--- config.mk ---
export PLATFORM = sky130hd
export DESIGN_NAME = mipi_rx_byte_aligner
export DESIGN_NICKNAME = d
export VERILOG_FILES = /design/src/rtl/mipi_rx_byte_aligner.sv
export SDC_FILE = /design/constraint.sdc
export NUM_CORES = 1
export LEC_CHECK = 0
export ABC_CLOCK_PERIOD_IN_PS = 4200
export BUFFER_PORTS_ARGS = -buffer_cell sky130_fd_sc_hd__buf_2
export CORE_ASPECT_RATIO = 0.9
export CORE_MARGIN = 2
export CORE_UTILIZATION = 42
export DETAILED_ROUTE_END_ITERATION = 7
export GPL_ROUTABILITY_DRIVEN = 1
export PLACE_DENSITY_LB_ADDON = 0.1
export SYNTH_ARGS = -nofsm -noshare
export SYNTH_HDL_FRONTEND = slang
export SYNTH_SLANG_ARGS = --single-unit
export TNS_END_PERCENT = 10
--- constraint.sdc ---
create_clock -name clk_i -period 4.2 [get_ports clk_i]
set_input_delay 0.84 -clock clk_i [delete_from_list [all_inputs] [get_ports clk_i]]
set_output_delay 0.84 -clock clk_i [all_outputs]
set_load 0.02 [all_outputs]
--- src/rtl/mipi_rx_byte_aligner.sv ---
// Lane-0 byte aligner: hunts each HS burst for the sync byte at any bit offset,
// locks that offset and emits byte-aligned data framed by data_valid_o.
module mipi_rx_byte_aligner #(
    parameter int                    MIPI_GEAR    = 8,
    parameter logic [MIPI_GEAR-1:0]  SYNC_BYTE    = 8'hB8,
    parameter int                    SYNC_TIMEOUT = 16
) (
    input  logic                 clk_i,
    input  logic                 reset_n_i,
    input  logic                 hs_valid_i,
    input  logic [MIPI_GEAR-1:0] byte_i,
    output logic                 data_valid_o,
    output logic [MIPI_GEAR-1:0] data_o,
    output logic                 locked_o,
    output logic [2:0]           offset_o,
    output logic                 sync_err_o,
    output logic [7:0]           sync_err_cnt_o
);

    // Handshake: data_valid_o is a pure valid (no ready); frame_detector must accept
    // every cycle data_valid_o=1. hs_valid_i qualifies byte_i in the same cycle.

    typedef enum logic [1:0] {
        IDLE   = 2'd0,
        HUNT   = 2'd1,
        LOCKED = 2'd2,
        ERROR  = 2'd3
    } state_t;

    state_t                 state;
    logic [MIPI_GEAR-1:0]   prev;
    logic [7:0]             hunt_cnt;
    logic [2*MIPI_GEAR-1:0] win;
    logic                   match_found;
    logic [2:0]             match_k;
    logic [MIPI_GEAR-1:0]   aligned;

    // Older byte sits in the low half, so bit 0 of the window is earliest on the wire.
    assign win     = {byte_i, prev};
    assign aligned = win[{1'b0, offset_o} +: MIPI_GEAR];

    // Scan downwards so the lowest matching offset is the one left standing.
    always_comb begin
        match_found = 1'b0;
        match_k     = 3'd0;
        for (int k = 7; k >= 0; k--) begin
            if (win[4'(k) +: MIPI_GEAR] == SYNC_BYTE) begin
                match_found = 1'b1;
                match_k     = 3'(k);
            end
        end
    end

    always_ff @(posedge clk_i or negedge reset_n_i) begin
        if (!reset_n_i) begin
            state          <= IDLE;
            prev           <= '0;
            hunt_cnt       <= '0;
            data_valid_o   <= 1'b0;
            data_o         <= '0;
            locked_o       <= 1'b0;
            offset_o       <= 3'd0;
            sync_err_o     <= 1'b0;
            sync_err_cnt_o <= 8'd0;
        end else begin
            sync_err_o <= 1'b0;
            if (!hs_valid_i) begin
                // End of burst wins over any match this cycle; offset_o is kept.
                state        <= IDLE;
                prev         <= '0;
                hunt_cnt     <= '0;
                data_valid_o <= 1'b0;
                locked_o     <= 1'b0;
            end else begin
                prev <= byte_i;
                case (state)
                    IDLE: begin
                        state <= HUNT;
                    end
                    HUNT: begin
                        if (match_found) begin
                            state        <= LOCKED;
                            offset_o     <= match_k;
                            locked_o     <= 1'b1;
                            data_o       <= SYNC_BYTE;
                            data_valid_o <= 1'b1;
                        end else begin
                            hunt_cnt <= hunt_cnt + 8'd1;
                            if (hunt_cnt == 8'(SYNC_TIMEOUT - 1)) begin
                                state      <= ERROR;
                                sync_err_o <= 1'b1;
                                if (sync_err_cnt_o != 8'hFF) begin
                                    sync_err_cnt_o <= sync_err_cnt_o + 8'd1;
                                end
                            end
                        end
                    end
                    LOCKED: begin
                        data_o       <= aligned;
                        data_valid_o <= 1'b1;
                    end
                    ERROR: begin
                        data_valid_o <= 1'b0;
                    end
                    default: begin
                        state <= IDLE;
                    end
                endcase
            end
        end
    end

endmodule

==> run summary, run 1 <==
CLOCKING
---------------------------------------------------------------------------------------
Clock transition at the registers of the reported paths ..................      0.08 ns
CTS sink cnt .............................................................           40
Number of buffers between clock root and the deepest sink ................            2
# resized after CTS ......................................................            0
H-tree lvl count .........................................................            2
Later-pin clock latency in the skew report ...............................      0.29 ns
Root buffer cell .........................................................     clkbuf_8
Post-CTS setup buffer count ..............................................            0
Cts hold-fix bufs ........................................................            0
Number of buffers inserted during clock tree synthesis ...................            5
Clock tree from TritonCTS ................................................          yes

LOGIC SYNTHESIS
---------------------------------------------------------------------------------------
Dominant register cell in the synthesized netlist ........................      dfrtp_1
Yosys synthesis warning count ............................................            0
Synthesized area .........................................................     2340 µm²
Post-synthesis sequential area ratio .....................................        0.428
Post-synth top cells ..................................................... dfrtp_1 (40), mux2i_1 (19), nand2_1 (19)
Post-synthesis cell count ................................................          224
Post-synthesis async set-or-reset flop share .............................         1.00
Post-synth top area cell .................................................      dfrtp_1
Number of flops mapped to enable cells by yosys ..........................            0
Net count after synthesis ................................................          237
Most instantiated library cell after synthesis ...........................      dfrtp_1
Count of unique library cells instantiated by Yosys ......................           47
Cells taking the most area after synthesis ............................... dfrtp_1 (43%), mux2i_1 (8.1%), nor4bb_1 (4.7%)
Post-synthesis sequential element count ..................................           40
Post-Syn Area per Cell ...................................................     10.4 µm²
Portion of synthesized cell area occupied by the leading cell type .......        0.428

PLACED DESIGN
---------------------------------------------------------------------------------------
Count of port buffers added during placement .............................           32
Routability congestion estimate ..........................................        0.796
Hpwl dp ..................................................................      3380 µm

WORST SETUP PATH
---------------------------------------------------------------------------------------
Kind of cell with the highest combined delay on the critical path ........ simple AND/OR/NAND/NOR gates
Library cell contributing the largest single delay on the critical path ..     nor4bb_1
Worst setup path category ................................................ input port to register
Crit path cell chain ..................................................... buf_2, nor4bb_1, o21ai_1, nand4_4, nor2b_1, mux2_1
Data arrival time of the critical path ...................................      2.57 ns
Largest fanout on the critical path ......................................           24
Sort of element at the start of the critical path ........................   input port
Type of destination of the critical path .................................     register
Crit path buf inv count ..................................................            1
Required time reported for the critical path endpoint ....................      4.37 ns
Maximum single-stage delay on the critical path ..........................      0.39 ns

FINAL LAYOUT
---------------------------------------------------------------------------------------
Fraction of the core area covered by cells at the end of the flow ........        0.496
Share of layout cells above drive strength 1 .............................        0.202
Register area ............................................................     1000 µm²
Diodes inserted ..........................................................            0
Area of the multi-input gates ............................................     1250 µm²
Area overhead of the layout relative to synthesis ........................        12.7%
Filler Cells Inserted ....................................................          515
NumNets Final ............................................................          265

TIMING
---------------------------------------------------------------------------------------
Final sum of negative setup slack ........................................         0 ns
Number of slew-limit violations in the final report ......................            0
Top achievable clock speed ...............................................      417 MHz
Post-route fraction of the period consumed by the critical path ..........        0.570
Slew @ Worst Pin .........................................................     0.911 ns
Unrepaired setup endpoints after global routing ..........................           no
Final period demand of the worst path ....................................      2.40 ns
Post-route clock skew ....................................................   0.00772 ns
Finish-stage setup viols .................................................            0
Final hold viol count ....................................................            0
Slew headroom ............................................................        0.392

GLOBAL ROUTING
---------------------------------------------------------------------------------------
Global-route wire length before repair ...................................      8200 µm
Pin count of the biggest net entering global routing .....................           41
Initial antenna violation count ..........................................            0
GRT Util Overall .........................................................        0.176
Overall overflow remaining after global route ............................            0
Via count of the first global-routing pass ...............................        1,671

FLOORPLAN
---------------------------------------------------------------------------------------
Cell row count ...........................................................           25
Area of the die ..........................................................     6180 µm²
Initial core utilization .................................................        0.440
Height of the chip .......................................................      74.8 µm
Core area ................................................................     5320 µm²
Die Width ................................................................      82.7 µm
Number of top-level pins .................................................           33

ROUTE
---------------------------------------------------------------------------------------
Remaining antenna violation count after routing ..........................            0
Detail-routed via count per cell .........................................         5.54
Total wire length ........................................................      4800 µm
DR vias ..................................................................        1,772
Routed wirelength normalized by instance count ...........................      15.0 µm
Number of violations reported at the end of detailed-routing iteration 0 .           83
Initial DRT Pass Iterations ..............................................            4
Number of remaining DRC errors ...........................................            0

POWER
---------------------------------------------------------------------------------------
Standby leakage power ....................................................   0.00118 µW
Largest voltage drop on the vdd net ......................................       169 µV
Power density cells ......................................................   350 nW/µm²

HOLD PATH
---------------------------------------------------------------------------------------
Tightest Hold Check Type ................................................. register to register

RUN
---------------------------------------------------------------------------------------
Count of max-cap constraint violations ...................................            0

OUTCOME
---------------------------------------------------------------------------------------
Result of the run ........................................................ finished clean

-- cell usage in the layout (no fill, tap or decap), types with 4 or more instances in the layout --
| master | synthesis | routed |
|---|---|---|
| mux2i_1 | 19 | 19 |
| nand2_1 | 19 | 19 |
| buf_2 | 4 | 32 |
| clkbuf_8 | 0 | 5 |
| inv_1 | 8 | 8 |
| nor2_1 | 9 | 9 |
| or3_1 | 4 | 4 |
| o21ai_1 | 8 | 8 |
| and2_1 | 11 | 11 |
| a221oi_1 | 5 | 5 |
| nor3_1 | 5 | 5 |
| xor2_1 | 7 | 7 |
| nor2b_1 | 9 | 9 |
| nor4bb_1 | 11 | 11 |
| a221o_1 | 4 | 4 |
| a21boi_1 | 6 | 6 |
| mux2_1 | 4 | 4 |
| dfrtp_1 | 40 | 40 |
| o21ai_0 | 5 | 5 |
-- power breakdown --
part	switching [µW]	total [µW]	internal, µW
Sequential	43.4	444	401
Combinational	82.6	168	85.6
Clock	134	311	176
Total	260	924	663
-- metal layers --
metal / part of all wire / wire length (µm) / vias up / track usage
met5: 0 / 0 / - / 0
met3: 0.049 / 237 / 2 / 0.0420
met4: 0.0052 / 25 / 0 / 0.0437
met1: 0.52 / 2500 / 857 / 0.266
li1: - / - / 877 / -
met2: 0.43 / 2040 / 36 / 0.255
-- metrics by stage --
stage / std cells / hold WS, ns / worst slack [ns] / area, µm² / total power (µW)
finish: 320 / 0.494 / 1.80 / 2640 / 924
global route: 320 / 0.511 / 1.69 / 2640 / 975
CTS: 320 / 0.501 / 1.83 / 2640 / 933
detailed placement: 312 / 0.488 / 1.53 / 2530 / 622
global placement: 312 / 0.469 / 1.59 / 2530 / 621
floorplan: 224 / 0.517 / 2.05 / 2340 / 572
-- state kept, by name, indices dropped and copies added, names as in the netlist --
register,flops
data_o,8
data_valid_o,1
hunt_cnt,8
locked_o,1
offset_o,3
prev,8
state,2
sync_err_cnt_o,8
sync_err_o,1
-- final cells by class --
class,instances,area share
Clock buffer,6,0.0275
Sequential cell,40,0.380
Inverter,8,0.0114
Clock inverter,2,0.0133
Timing Repair Buffer,33,0.0636
Multi-Input combinational cell,164,0.473
Tap cell,67,0.0318
-- kinds of logic after synthesis --
logic type / Yosys count / share of synthesized area
flip-flops: 40 / 0.428
AO/OA/AOI/OAI: 40 / 0.122
adder cells (fa/ha/maj): 2 / 0.0107
AND/OR/NAND/NOR: 87 / 0.235
multiplexers: 28 / 0.139
buffers and inverters: 20 / 0.0390
XOR/XNOR: 7 / 0.0262
-- worst paths after layout --
kind	from	end	slack (ns)	depth (start not counted)
worst max-delay path	byte_i[1]	offset_o[0]$_DFFE_PN0P_	1.80	6
worst min register to register	sync_err_cnt_o[5]$_DFFE_PN0P_	sync_err_cnt_o[5]$_DFFE_PN0P_	0.49	1
worst min-delay path	sync_err_cnt_o[5]$_DFFE_PN0P_	sync_err_cnt_o[5]$_DFFE_PN0P_	0.49	1
worst max register to register	state[1]$_DFFE_PN0P_	sync_err_cnt_o[1]$_DFFE_PN0P_	1.99	5
max in group asynchronous	reset_n_i	prev[0]$_DFF_PN0_	2.95	1
min in group asynchronous	reset_n_i	data_o[6]$_DFFE_PN0P_	0.67	1
Note: power is estimated with default switching activity, not from simulation.
==> run 2: changes to the inputs <==
ABC_AREA = 1   (was not set)
ABC_CLOCK_PERIOD_IN_PS = 2150   (was 4200)
clock period = 2.15 ns   (was 4.2 ns; I/O delays follow)
==> run summary, run 2 <==
OUTCOME
---------------------------------------------------------------------------------------
Result of the run ........................................................ finished with violations
Violations in the final reports .......................................... design-rule violations

POWER
---------------------------------------------------------------------------------------
Largest voltage drop on the vdd net ......................................       385 µV   +130%
Switching Share ..........................................................        0.361   +0.0793
Flop pwr share ...........................................................        0.415   -0.066
Cell internal pwr ........................................................      1440 µW   +120%
Standby leakage power ....................................................   0.00156 µW   +32%
Power density cells ......................................................   784 nW/µm²   +120%
Combinational cell fraction of total power ...............................        0.307   +0.125
Clock share of power .....................................................        0.278   -0.059
Overall power after layout ...............................................      2250 µW   +140%
Sw power .................................................................       812 µW   +210%

CLOCKING
---------------------------------------------------------------------------------------
Number of buffers between clock root and the deepest sink ................            2   unchanged
Later-pin clock latency in the skew report ...............................      0.30 ns   about the same
CTS sink cnt .............................................................           40   unchanged
# resized after CTS ......................................................            0   unchanged
Clock transition at the registers of the reported paths ..................      0.08 ns   about the same
Number of buffers inserted during clock tree synthesis ...................            5   unchanged
H-tree lvl count .........................................................            2   unchanged
Clock tree from TritonCTS ................................................          yes
Cts hold-fix bufs ........................................................            0   unchanged
Post-CTS setup buffer count ..............................................            0   unchanged
Root buffer cell .........................................................     clkbuf_8

LOGIC SYNTHESIS
---------------------------------------------------------------------------------------
Post-synth top cells ..................................................... nand2_1 (127), dfrtp_1 (40), inv_1 (38)
Post-synthesis async set-or-reset flop share .............................         1.00   unchanged
Number of flops mapped to enable cells by yosys ..........................            0   unchanged
Most instantiated library cell after synthesis ...........................      nand2_1
Post-Syn Area per Cell ...................................................     6.95 µm²   -33%
Dominant register cell in the synthesized netlist ........................      dfrtp_1
Cells taking the most area after synthesis ............................... dfrtp_1 (40%), nand2_1 (19%), nand3_1 (7.3%)
Yosys synthesis warning count ............................................            0   unchanged
Net count after synthesis ................................................          377   +59%
Post-synthesis sequential area ratio .....................................        0.395   -0.0324
Portion of synthesized cell area occupied by the leading cell type .......        0.395   -0.0324
Post-synthesis sequential element count ..................................           40   unchanged
Post-synth top area cell .................................................      dfrtp_1
Synthesized area .........................................................     2530 µm²   +8.2%
Post-synthesis cell count ................................................          364   +63%
Count of unique library cells instantiated by Yosys ......................           29   -38%

GLOBAL ROUTING
---------------------------------------------------------------------------------------
Overall overflow remaining after global route ............................            0   unchanged
Initial antenna violation count ..........................................            0   unchanged
GRT Util Overall .........................................................        0.187   +0.0111
Pin count of the biggest net entering global routing .....................           41   unchanged
Via count of the first global-routing pass ...............................        2,114   +27%
Global-route wire length before repair ...................................     10000 µm   +22%

ROUTE
---------------------------------------------------------------------------------------
Remaining antenna violation count after routing ..........................            0   unchanged
Detailed-route wire length on metal 1 ....................................      3080 µm   +23%
Total wire length ........................................................      5640 µm   +17%
Total length of routed met2 wires ........................................      2260 µm   +11%
Detail-routed via count per cell .........................................         4.87   -12%
Top metal layer carrying routed signals ..................................         met4
DR vias ..................................................................        2,283   +29%
Initial DRT Pass Iterations ..............................................            8   +4
Number of remaining DRC errors ...........................................            6   +6
Detail Route met3 WL .....................................................       214 µm   -9.7%
Routed wirelength normalized by instance count ...........................      12.0 µm   -20%
Number of violations reported at the end of detailed-routing iteration 0 .          136   +64%

FINAL LAYOUT
---------------------------------------------------------------------------------------
Area of the multi-input gates ............................................     1320 µm²   +5.9%
Commonest non-fill, non-tap cells in the layout .......................... nand2_1 (127), dfrtp_1 (40), inv_1 (38)
Area overhead of the layout relative to synthesis ........................        13.3%
Most common cell after layout, fill and taps aside .......................      nand2_1
NumNets Final ............................................................          411   +55%
Register area ............................................................     1000 µm²   unchanged
Filler Cells Inserted ....................................................          573   +11%
Share of layout cells above drive strength 1 .............................        0.155   -0.0462
Diodes inserted ..........................................................            0   unchanged

WORST SETUP PATH
---------------------------------------------------------------------------------------
Type of destination of the critical path .................................     register
Required time reported for the critical path endpoint ....................      2.34 ns   -2.03 ns
R2R Path Start ........................................................... prev[6]$_DFF_PN0_
Crit path launch ......................................................... prev[6]$_DFF_PN0_
Sort of element at the start of the critical path ........................     register
Register-to-register setup slack .........................................      0.37 ns   -1.62 ns
Data arrival time of the critical path ...................................      1.97 ns   -0.60 ns
Worst setup path category ................................................ register to register
Largest fanout on the critical path ......................................           16   -33%

FLOORPLAN
---------------------------------------------------------------------------------------
Core area ................................................................     5760 µm²   +8.3%
Die Width ................................................................      85.8 µm   +3.8%
Area of the die ..........................................................     6660 µm²   +7.8%
Cell row count ...........................................................           26   +4.0%
Height of the chip .......................................................      77.6 µm   +3.8%
Number of top-level pins .................................................           33   unchanged
Initial core utilization .................................................        0.440   about the same

TIMING
---------------------------------------------------------------------------------------
Final period demand of the worst path ....................................      1.78 ns
Post-route fraction of the period consumed by the critical path ..........        0.827
Number of slew-limit violations in the final report ......................            0   unchanged
Unrepaired setup endpoints after global routing ..........................           no
Slew headroom ............................................................        0.658   +0.266
Top achievable clock speed ...............................................      562 MHz
Post-route clock skew ....................................................   0.00878 ns   +0.00106 ns
Finish-stage setup viols .................................................            0   unchanged
Final sum of negative setup slack ........................................         0 ns   unchanged
Slew @ Worst Pin .........................................................     0.513 ns   -0.399 ns
Final hold viol count ....................................................            0   unchanged

PLACED DESIGN
---------------------------------------------------------------------------------------
Routability congestion estimate ..........................................        0.876   +10%
Count of port buffers added during placement .............................           32   unchanged
Hpwl dp ..................................................................      4240 µm   +25%

RUN
---------------------------------------------------------------------------------------
Count of max-cap constraint violations ...................................            0   unchanged

HOLD PATH
---------------------------------------------------------------------------------------
Tightest Hold Check Type ................................................. input port to async pin

run 2: worst paths after layout:
path | endpoint | depth (start not counted)
setup / recovery | data_valid_o$_DFFE_PN0P_ | 10
hold / removal | sync_err_cnt_o[4]$_DFFE_PN0P_ | 2
setup reg to reg | data_valid_o$_DFFE_PN0P_ | 10
hold reg to reg | locked_o$_DFFE_PN0P_ | 2
max in group asynchronous | hunt_cnt[0]$_DFFE_PN0P_ | 2
min in group clk_i | prev[7]$_DFF_PN0_ | 3
run 2: per-layer routing:
metal	GRT usage	vias up
li1	-	1218
met2	0.266	44
met3	0.0340	7
met1	0.282	1014
met5	0	-
met4	0.0667	0
run 2: logic make-up after synthesis:
kind of cell | after synthesis | share of synthesized area
DFF | 40 | 0.395
buffers and inverters | 51 | 0.0826
adders and majority gates | 2 | 0.00988
xor gates and xnor gates | 10 | 0.0346
AOI/OAI and AO/OA | 41 | 0.0910
and+or+nand+nor | 220 | 0.387
run 2: metrics by stage:
stage | utilization | area [µm²] | hold WS [ns] | std cells | setup WS, ns
2_1_floorplan | - | 2530 | 0.134 | 364 | 0.632
3_3_place_gp | 0.480 | 2760 | 0.459 | 461 | 0.326
3_5_place_dp | 0.480 | 2760 | 0.464 | 461 | 0.320
4_1_cts | 0.498 | 2870 | 0.203 | 469 | 0.380
5_1_grt | 0.498 | 2870 | 0.228 | 469 | 0.239
6_report | 0.498 | 2870 | 0.177 | 469 | 0.372
run 2: critical path, cell delays in order, from the launching register on:
cell     delay (ns)
dfrtp_1        0.44
inv_1          0.12
nand2_1        0.09
nor2_1         0.05
nand2_1        0.08
nand2_1        0.13
nor2_8         0.16
nand2_2        0.11
nand3_4        0.17
nand2_4        0.11
or2_1          0.22
run 2: final cells by class:
class	count	area share
repair buffers	37	0.0689
clock inverters	2	0.0122
multi-input cells	273	0.461
inverters	41	0.0536
flip-flops and latches	40	0.349
clock buffers	6	0.0253
well taps	70	0.0305
run 2: power by group through the flow:
stage / Combinational [µW] / Sequential (µW) / Clock (µW)
2_1_floorplan: 419 / 1020 / 0
4_1_cts: 695 / 932 / 644
3_5_place_dp: 693 / 946 / 0
6_report: 691 / 932 / 625
5_1_grt: 781 / 946 / 671
3_3_place_gp: 691 / 950 / 0
==> run 3: changes to the inputs <==
ABC_AREA = 0   (was 1)
ABC_CLOCK_PERIOD_IN_PS = 1700   (was 2150)
clock period = 1.7 ns   (was 2.15 ns; I/O delays follow)
==> run summary, run 3 (synthesis gave the netlist of run 1 again) <==
FLOORPLAN
---------------------------------------------------------------------------------------
Initial core utilization .................................................        0.440   about the same
Die Width ................................................................      82.7 µm   -3.7%
Cell row count ...........................................................           25   -3.8%
Area of the die ..........................................................     6180 µm²   -7.2%
Number of top-level pins .................................................           33   unchanged
Core area ................................................................     5320 µm²   -7.6%
Height of the chip .......................................................      74.8 µm   -3.7%

FINAL LAYOUT
---------------------------------------------------------------------------------------
Register area ............................................................     1010 µm²   +0.75%
Filler Cells Inserted ....................................................          463   -19%
Share of layout cells above drive strength 1 .............................        0.465   +0.310
Diodes inserted ..........................................................            0   unchanged
Finished layout cell area ................................................     3380 µm²   +18%
Most common cell after layout, fill and taps aside .......................        buf_4
Fraction of the core area covered by cells at the end of the flow ........        0.636   +0.138
Commonest non-fill, non-tap cells in the layout .......................... buf_4 (58), dfrtp_1 (34), buf_2 (32)
NumNets Final ............................................................          328   -20%
Area of the multi-input gates ............................................     1470 µm²   +11%
Area overhead of the layout relative to synthesis ........................        44.5%

TIMING
---------------------------------------------------------------------------------------
Number of slew-limit violations in the final report ......................            0   unchanged
Finish-stage setup viols .................................................           29   +29
Slew @ Worst Pin .........................................................     0.404 ns   -0.109 ns
Final period demand of the worst path ....................................      1.90 ns   +0.117 ns
Slew headroom ............................................................        0.727   +0.0690
Post-route fraction of the period consumed by the critical path ..........         1.12   +0.288
Crit path setup slack, layout ............................................    -0.196 ns   -0.567 ns
Post-route clock skew ....................................................   0.00731 ns   -0.00146 ns
Unrepaired setup endpoints after global routing ..........................          yes
Hold Slack ...............................................................     0.262 ns   +0.0842 ns
Top achievable clock speed ...............................................      528 MHz   -6.2%
Final hold viol count ....................................................            0   unchanged

WORST SETUP PATH
---------------------------------------------------------------------------------------
Crit path launch ......................................................... prev[7]$_DFF_PN0_
Worst setup path category ................................................ register to register
Type of destination of the critical path .................................     register
R2R Path Start ........................................................... prev[7]$_DFF_PN0_
Sort of element at the start of the critical path ........................     register
Required time reported for the critical path endpoint ....................      1.87 ns   -0.47 ns
Largest fanout on the critical path ......................................            8   -8
Data arrival time of the critical path ...................................      2.07 ns   +0.10 ns

ROUTE
---------------------------------------------------------------------------------------
Total length of routed met2 wires ........................................      2670 µm   +18%
Detailed-route wire length on metal 1 ....................................      2910 µm   -5.5%
Detail Route met3 WL .....................................................       192 µm   -10%
Number of remaining DRC errors ...........................................            0   -6
Routed wirelength normalized by instance count ...........................      15.2 µm   +26%
Initial DRT Pass Iterations ..............................................            4   -4
Detail-routed via count per cell .........................................         5.25   +7.8%
Total wire length ........................................................      5830 µm   +3.3%
Top metal layer carrying routed signals ..................................         met4
Remaining antenna violation count after routing ..........................            0   unchanged
DR vias ..................................................................        2,009   -12%
Number of violations reported at the end of detailed-routing iteration 0 .           47   -65%

GLOBAL ROUTING
---------------------------------------------------------------------------------------
Via count of the first global-routing pass ...............................        2,065   -2.3%
GRT Util Overall .........................................................        0.210   +0.0232
Overall overflow remaining after global route ............................            0   unchanged
Pin count of the biggest net entering global routing .....................           34   -17%
Global-route wire length before repair ...................................      9890 µm   -1.0%
Initial antenna violation count ..........................................            0   unchanged

CLOCKING
---------------------------------------------------------------------------------------
Clock transition at the registers of the reported paths ..................      0.07 ns   about the same
Later-pin clock latency in the skew report ...............................      0.29 ns   about the same
CTS sink cnt .............................................................           40   unchanged
Root buffer cell .........................................................     clkbuf_8
Number of buffers inserted during clock tree synthesis ...................            5   unchanged
H-tree lvl count .........................................................            2   unchanged
Clock tree from TritonCTS ................................................          yes
Number of buffers between clock root and the deepest sink ................            2   unchanged

PLACED DESIGN
---------------------------------------------------------------------------------------
Count of port buffers added during placement .............................           32   unchanged
Hpwl dp ..................................................................      3970 µm   -6.3%
Routability congestion estimate ..........................................        0.778   -11%
Area of placed instances .................................................     3010 µm²   +8.9%

OUTCOME
---------------------------------------------------------------------------------------
Result of the run ........................................................ finished with violations
Violations in the final reports .......................................... negative setup slack

POWER
---------------------------------------------------------------------------------------
Overall power after layout ...............................................      2560 µW   +14%
Standby leakage power ....................................................   0.00152 µW   -2.2%
Largest voltage drop on the vdd net ......................................       727 µV   +89%
Power density cells ......................................................   756 nW/µm²   -3.5%

HOLD PATH
---------------------------------------------------------------------------------------
Tightest Hold Check Type ................................................. input port to register
Origin of the worst min-delay path .......................................    byte_i[7]

RUN
---------------------------------------------------------------------------------------
Count of max-cap constraint violations ...................................            0   unchanged

[run 3: cell count changes in the layout (fill, tap and decap cells not counted), sizes merged, moves of 19 or more]
cell and delta:
nand2 -115, inv -33, buf +57, nor2 -30, mux2i +19, nand3 -37
[run 3: path summary, 6_finish.rpt]
path,endpoint,slack [ns],cells after the start
max in group asynchronous,sync_err_cnt_o[0]$_DFFE_PN0P_,0.72,3
worst min register to register,locked_o$_DFFE_PN0P_,0.49,1
worst min-delay path,prev[7]$_DFF_PN0_,0.26,2
worst max-delay path,sync_err_cnt_o[1]$_DFFE_PN0P_,-0.20,6
worst max register to register,sync_err_cnt_o[1]$_DFFE_PN0P_,-0.20,6
min in group asynchronous,hunt_cnt[0]$_DFFE_PN0P_,0.49,2
[run 3: critical path, cell delays in order (launching register included)]
cell      delay (ns)
dfrtp_2         0.48
nor4bb_2        0.46
o21ai_4         0.15
nand4_4         0.17
buf_6           0.18
nor2_4          0.05
mux2_4          0.29
[run 3: metal layers]
metal,GRT usage,up-vias
met3,0.0444,4
li1,-,1006
met2,0.326,31
met4,0.0583,0
met5,0,-
met1,0.300,968
[run 3: cell type report]
type	count	area share
timing repair buffer	95	0.198
tap	67	0.0248
clock inverter	1	0.00888
multi-input combinational	165	0.433
sequential	40	0.298
clock buffer	7	0.0285
inverter	8	0.00888
[run 3: what timing repair did]
| action | in CTS | in global routing |
|---|---|---|
| buffers inserted | 2 | 2 |
| hold buffers | 1 | 0 |
| setup endpoints to repair | 31 | 33 |
| pin swaps | 8 | 12 |
| endpoints found under the hold margin | 14 | 0 |
| resized for setup | 20 | 19 |
| gates cloned | 1 | 0 |
[run 3: stage by stage]
| step | TNS, ns | std cells | setup WS [ns] |
|---|---|---|---|
| 2_1_floorplan | -0.158 | 224 | -0.0575 |
| 5_1_grt | -6.16 | 383 | -0.294 |
| 6_report | -2.82 | 383 | -0.196 |
| 3_3_place_gp | -4.47 | 369 | -0.231 |
| 3_5_place_dp | -6.07 | 369 | -0.318 |
| 4_1_cts | -2.13 | 381 | -0.163 |
[run 3: where the power goes]
group / switching (µW) / internal (µW) / leakage [µW] / total (µW)
combinational: 292 / 354 / 0.000945 / 647
clock: 329 / 518 / 0.0000645 / 848
sequential: 68.5 / 994 / 0.000514 / 1060
